[src/rtl/irq_pending_latch.sv]
// ============================================================================
// Module   : irq_pending_latch
// Brief    : Rising-edge interrupt latch with per-line ack, enable mask and
//            sticky overflow flags. Optional macro IRQ_SYNC_EN inserts a
//            two-flop input synchroniser ahead of edge detection.
// Revision : 1.0 - initial release
// ============================================================================
`default_nettype none

module irq_pending_latch #(
    parameter logic [7:0] RESET_MASK = 8'h00
) (
    input  logic       clk,
    input  logic       rst_n,
    input  logic [7:0] irq_in,
    input  logic       mask_we,
    input  logic [7:0] mask_wdata,
    input  logic       ack_valid,
    input  logic [2:0] ack_idx,
    input  logic       ov_clr,
    output logic [7:0] pending,
    output logic [7:0] raw_pending,
    output logic [7:0] mask,
    output logic [7:0] overflow,
    output logic       irq_any
);

    logic [7:0] w_s;
    logic [7:0] r_prev;
    logic [7:0] w_event;
    logic [7:0] w_ack_vec;
    logic [7:0] w_ov_set;
    logic [7:0] r_raw;
    logic [7:0] r_ov;
    logic [7:0] r_mask;

`ifdef IRQ_SYNC_EN
    logic [7:0] r_sync1;
    logic [7:0] r_sync2;

    always_ff @(posedge clk or negedge rst_n) begin
        if (!rst_n) begin
            r_sync1 <= 8'h00;
            r_sync2 <= 8'h00;
        end else begin
            r_sync1 <= irq_in;
            r_sync2 <= r_sync1;
        end
    end

    assign w_s = r_sync2;
`else
    assign w_s = irq_in;
`endif

    // prev resets low so a line already high at reset release counts as an event
    assign w_event   = w_s & ~r_prev;
    assign w_ack_vec = ack_valid ? (8'h01 << ack_idx) : 8'h00;
    // A new event wins over a same-cycle ack and is not an overflow
    assign w_ov_set  = w_event & r_raw & ~w_ack_vec;

    always_ff @(posedge clk or negedge rst_n) begin
        if (!rst_n) begin
            r_prev <= 8'h00;
            r_raw  <= 8'h00;
            r_ov   <= 8'h00;
            r_mask <= RESET_MASK;
        end else begin
            r_prev <= w_s;
            r_raw  <= (r_raw & ~w_ack_vec) | w_event;
            r_ov   <= ov_clr ? w_ov_set : (r_ov | w_ov_set);
            if (mask_we) begin
                r_mask <= mask_wdata;
            end
        end
    end

    assign raw_pending = r_raw;
    assign overflow    = r_ov;
    assign mask        = r_mask;
    assign pending     = r_raw & r_mask;
    assign irq_any     = |pending;

endmodule

`default_nettype wire

[config.mk]
export PLATFORM = sky130hd
export DESIGN_NAME = irq_pending_latch
export DESIGN_NICKNAME = d
export VERILOG_FILES = /design/src/rtl/irq_pending_latch.sv
export SDC_FILE = /design/constraint.sdc
export NUM_CORES = 1
export LEC_CHECK = 0
export ABC_AREA = 1
export CAP_MARGIN = 20
export CORE_ASPECT_RATIO = 1.75
export CORE_MARGIN = 2
export CORE_UTILIZATION = 45
export CTS_CLUSTER_DIAMETER = 150
export CTS_CLUSTER_SIZE = 14
export DETAILED_ROUTE_END_ITERATION = 12
export PLACE_DENSITY_LB_ADDON = 0.3
export REMOVE_ABC_BUFFERS = 1
export SYNTH_ARGS = -nofsm -noshare
export SYNTH_HDL_FRONTEND = slang
export SYNTH_SLANG_ARGS = --single-unit
[constraint.sdc]
create_clock -name clk -period 2.09 [get_ports clk]
set_clock_uncertainty 0.15 [all_clocks]
set_input_delay 0.209 -clock clk [delete_from_list [all_inputs] [get_ports clk]]
set_output_delay 0.209 -clock clk [all_outputs]
set_load 0.005 [all_outputs]
Yosys cells after proc, flatten, opt, wreduce, memory -nomap -nowiden
Index checks and enable logic that the tools add are counted.

word-level totals
  register bits = 32
  input bits = 24
  output and inout bits = 33
  logic and storage cells = 17

cells by class
  shift-type cells = 1
  multiplexer cells = 2
  bitwise logic cells = 9
  reduce and logical (&&, ||, !) cells = 1

operators with widths
  cell                 number
  $and 8x8->8          5
  $mux 8               2
  $not 8->8            2
  $or 8x8->8           2
  $reduce_or 8->1      1
  $shl 1x3->8 const A  1

Logic depth before layout (Yosys ltp)
  word-level depth = 6
  gate-level depth with buffers = 5
  mapped depth without buffers = 5

Worst setup path after synthesis
Ideal clock, no wire load.

  kind = register to output
  start point = reg r_raw[2], in the netlist raw_pending[2]
  end point = out irq_any
  arrival time = 671 ps
  data required time = 1731 ps
  setup slack = 1060 ps
  cell stages (with the launch flop) = 5
  path buffers = 0
  cell sequence = dfrtp_1 -> nand2_1 -> nand2_1 -> nor2_1 -> nand2_1

on the way
  word-level cells in the longest chain between the ends = 2

RTL lines
  what                    line  RTL
  from (decl)             33    logic [7:0] r_raw;
  from (signal assigned)  70    r_raw <= (r_raw & ~w_ack_vec) | w_event;
  $and 8x8->8             81    assign pending = r_raw & r_mask;
  $reduce_or 8->1         82    assign irq_any = |pending;
  to (decl)               25    output logic irq_any

No other way between the ends.

Worst setup path in the final report
  start point = reg r_raw[7], in the netlist raw_pending[7]
  end point = out irq_any

Same word-level chain as after synthesis.

==> flow_summary.toml <==
[sta]
period_needed_ns = 1.85
worst_slack_ns = 0.241
fin_tns_setup_ns = 0
fmax_ghz = 0.541
finalMaxSlewViolations = 0
rsz0062_at_grt = "no"
relSlewSlack_pct = 67.8
worst_pin_slew_ns = 0.481
hold_viol = 0
setup_viol = 0
post-route-period-util_pct = 88.5
hold_slack_ns = 0.165

[power]
pwr-share-clk_pct = 32.4
p_sw_uw = 384
pwr-share-comb_pct = 20.3
ir_drop_mv = 0.714
p_leak_nw = 1.14
internal_power_mw = 1.12
power.density_nw_per_um2 = 741
switching_share_pct = 25.6
pwr-share-seq_pct = 47.3

[setup_path]
critical_path_required_ns = 1.73
crit_top_cell = "nand2_1"
endpoint_kind = "output port"
crit_path_start_kind = "flop"
criticalPathCategory = "flop to output port"
arrival_ns = 1.49
crit_chain = "nand2_1 -> nand2_1 -> nor2_1 -> nand2_1 -> clkdlybuf4s50_1"
cp_max_fo = 4
critPathMaxStageDelay_ns = 0.43
slowest_stage = "clkdlybuf4s50_1"

[yosys]
synthAdderAreaFrac_pct = 0
ys_ff_latch = 32
ys_seq_area_share_pct = 59.5
synth.area.mux_share_pct = 0
yosys.area_share.simple_pct = 26.1
synth_top_family_by_area = "simple AND/OR/NAND/NOR gates"
synth_compound_area_share_pct = 2.97
syn_inst = 172
yosysUniqueCellTypes = 8
synth_top_area_share_pct = 59.5
synth_area_leaders = "dfrtp_1 59%, nand2_1 22%, inv_1 10%"
yosys_warnings = 0
avgSynthCellArea_um2 = 7.83
synth_top_cell_by_area = "dfrtp_1"
syn_area_um2 = 1350
synth_xor_area_share_pct = 0

[route]
ant_nets = 0
wl_um = 2950
dr.first_iter.drc_count = 24
vias_per_cell = 4.53
dr.pass1.iters = 4
drcViolationCount = 0
wire_per_inst_um = 11.2
vias = 1195

[grt]
antenna_found_initial = 0
busiest_layer = "met2"
overflow = 0
grt_start_max_net_pins = 33
use_met3_pct = 6.64
met1_usage_pct = 24.1
grt_pass1_vias = 1166
use_met2_pct = 32.0
track_usage_pct = 20.3
grt_pass1_wl_um = 5040

[place]
post_dp_cell_area_um2 = 1940
numPortBuffers = 56
routabilityCongestion = 0.758
dp_worst_setup_slack_ns = 0.510
dp_hpwl_um = 2220

[cts]
insertion_delay_ns = 0.29
cts-root-buf = "clkbuf_8"
numClockSinks = 32
cts_buffers = 5
hold_buffers = 0
clockBufferDepth = 2
cts_tree = "built"
clkTransAtPathRegs_ns = 0.07
htreeDepth = 2
postCtsSetupRepairBufs = 0
post_cts_resized = 0

[final_layout]
final_nets = 259
antenna_cells = 0
area_growth_pct = 50.8
drive_gt1_share_pct = 4.66
final_cell_area_um2 = 2030
fillCellCount = 240
multi_input_area_um2 = 392
seqCellArea_um2 = 801

[floorplanning]
io_pins = 57
die_h_um = 76.4
rows = 26
core_um2 = 2900
dieArea_um2 = 3460
die_w_um = 45.3
start_util_pct = 46.5

[min_path]
min_path_type = "input port to asynchronous set/reset pin"

[flow_run]
cap_violations = 0

[run_status]
status = "finished clean"
==> worst max-delay path: cells and delay by family (launching register included) <==
family                 cells  cell delay, ns
buffers and inverters      1            0.43
flip-flops                 1            0.40
AND/OR/NAND/NOR            4            0.36
==> cell usage in the layout, fill, tap and decap left out <==
cell / count
inv_2: 1
inv_1: 37
nor2_2: 1
nor2_1: 13
buf_4: 1
clkinv_2: 2
o21ai_0: 8
clkdlybuf4s50_1: 56
clkbuf_8: 6
dfrtp_1: 32
nand2_1: 79
==> layout make-up <==
cell class              instances  area share, %
inverters                      38           7.02
repair buffers                 57           28.0
flip-flops and latches         32           39.4
clock inverters                 2          0.493
well taps                      28           1.73
multi-input cells             101           19.3
clock buffers                   6           4.07
==> kinds of logic after synthesis <==
group	Yosys count
and+or+nand+nor	93
buffers and inverters	39
AOI/OAI and AO/OA	8
DFF	32
==> path summary, 6_finish.rpt <==
path / startpoint / endpoint / slack (ns) / cells after the start
hold reg to reg: overflow[6] / overflow[6] / 0.33 / 2
setup / recovery: raw_pending[7] / irq_any / 0.24 / 5
max in group asynchronous: rst_n / r_prev[1] / 1.32 / 2
min in group clk: irq_in[2] / r_prev[2] / 0.24 / 1
setup reg to reg: raw_pending[2] / overflow[2] / 1.21 / 4
hold / removal: rst_n / mask[2] / 0.16 / 2
==> sequential cells by signal, indices dropped and copies added, names as in the netlist <==
signal	flops
r_prev	8
overflow	8
mask	8
raw_pending	8
==> synthesized netlist by cell type <==
| cell | n |
|---|---|
| inv_2 | 1 |
| nor2_2 | 1 |
| inv_1 | 37 |
| nand2_1 | 79 |
| dfrtp_1 | 32 |
| o21ai_0 | 8 |
| buf_6 | 1 |
| nor2_1 | 13 |
==> per-stage QoR <==
stage | power (mW) | instances | util [%]
global route | 1.59 | 264 | 70.1
detailed placement | 1.03 | 256 | 66.9
CTS | 1.53 | 264 | 70.1
global placement | 1.03 | 256 | 66.9
finish | 1.50 | 264 | 70.1
floorplan | 0.813 | 171 | -
==> per-layer routing <==
metal	share of wire [%]	vias up
li1	-	615
met1	39	538
met2	52	37
met3	6.4	5
met4	2.1	0
met5	0	-
==> power groups by stage <==
stage	registers [mW]	logic, mW	clock network (mW)
after detailed placement	0.722	0.310	0
after global placement	0.719	0.306	0
after floorplan	0.723	0.0908	0
after CTS	0.712	0.312	0.504
after global routing	0.719	0.345	0.526
final	0.712	0.305	0.488
(Power assumes the default switching activity.)
==> edit, RTL diff (same flow settings) <==
Add a define of `IRQ_SYNC_EN`.
--- a/src/rtl/irq_pending_latch.sv
+++ b/src/rtl/irq_pending_latch.sv
@@ -8,2 +8,4 @@
 `default_nettype none
+
+`define IRQ_SYNC_EN
 
Function: changed (a bounded check fails within 4 cycles, from zero or initial values and one cycle with rst_n low).
==> edit against the unedited design <==
- sequential power grew 46%
- total power up 25%
- wire length grew 11%
- critical path type unchanged
- count of clock-buffer cells in the layout is 2 higher
- global-route usage down 2.7 points
- area after synthesis rose by 30%
- design area up 22%
- largest power group unchanged
- sequential cell count increased by 16
- largest cell class unchanged
- setup slack improved by 0.0019 ns
==> edit: results <==
cells_and_area:
  clkbuf_count: 8
  seq_cell_count: 48
  regArea_mm2: 0.001201
  fillerInstances: 335
  multi_input_area_share_pct: 15.85
  seq_area_share_pct: 48.61
  clock_area_share_pct: 3.646
  final-nonclk-buf-share_pct: 23.70
  drive_above_1_share_pct: 3.953
  buffers: 58
drt:
  first_iter_violations: 12
  routedWlPerCell_um: 10.88
  viasPerCell: 4.346
clock_tree:
  clk_latency_ns: 0.29
placement:
  gp_congestion: 0.7245
  dp_cells: 292
  dp_hpwl_um: 2519
  place_area_mm2: 0.002371
global_routing:
  grt_pass1_wl_um: 5678
  grt_usage_pct: 17.66
  grt_max_degree: 27
  grt_pass1_vias: 1243
power_and_ir_drop:
  ir_drop_mv: 0.5661
  p_leak_uw: 0.001329
yosys:
  ys_top_cells_by_count: "79 x nand2_1, 48 x dfrtp_1, 37 x inv_1"
  synth_compound_area_share_pct: 2.292
  synth_seq_area_share_pct: 68.77
  syn_area_per_cell_um2: 9.291
  netlist_instances: 188
  synth.area.top_cells: "dfrtp_1 69%, nand2_1 17%, inv_1 8.0%"
setup_path:
  worstRegToRegCells: 5
run_status:
  outcome: "completed"
sta:
  tightestPinTransition_ns: 0.5752
[edit: cell count changes in the layout (fill, tap and decap cells not counted)]
| cell | unedited run | this run |
|---|---|---|
| dfrtp_1 | 32 | 48 |
| clkbuf_1 | 0 | 2 |
| clkinv_2 | 2 | 0 |
| buf_12 | 0 | 1 |
| buf_2 | 0 | 1 |
| buf_4 | 1 | 0 |
| clkdlybuf4s50_1 | 56 | 55 |
| dlygate4sd3_1 | 0 | 1 |
[edit: final timing paths]
kind	endpoint	slack (ns)	from
max in group asynchronous	r_sync2[5]	0.97	rst_n
setup reg to reg	overflow[6]	1.21	r_prev[6]
hold reg to reg	r_sync2[3]	0.20	r_sync1[3]
min in group asynchronous	r_prev[6]	0.29	rst_n
hold / removal	r_sync1[0]	0.20	irq_in[0]
setup / recovery	irq_any	0.24	raw_pending[3]
[edit: layer usage]
layer  part of all wire (%)  routed length [um]  up-vias  global-route usage (%)
met5                      0                   0        -                       0
met3                    6.3                 206        6                   5.000
li1                       -                   -      670                       -
met4                    1.9                  63        0                   8.108
met2                     52                1693       38                   29.87
met1                     40                1312      594                   20.31
[edit: worst register-to-register path, stage by stage (launching register included)]
cell and delay [ns]:
dfrtp_1 0.36, inv_1 0.05, nand2_1 0.06, nor2_1 0.09
nand2_1 0.05, nand2_1 0.05
[edit: power breakdown]
group	internal (uW)	total (uW)	switching (uW)
Clock	270	542	272
Combinational	181	304	123
Sequential	996	1040	42.0
Total	1450	1880	437
[edit: cells by family after synthesis]
logic type             after synthesis
AO/OA/AOI/OAI                        8
buffers and inverters               39
flip-flops                          48
AND/OR/NAND/NOR                     93
[edit: what timing repair did]
| action | in CTS | in global routing |
|---|---|---|
| hold buffers | 1 | 0 |
| gates resized for setup | 0 | 0 |
| buffers inserted | 0 | 0 |
| endpoints found under the hold margin | 25 | 0 |
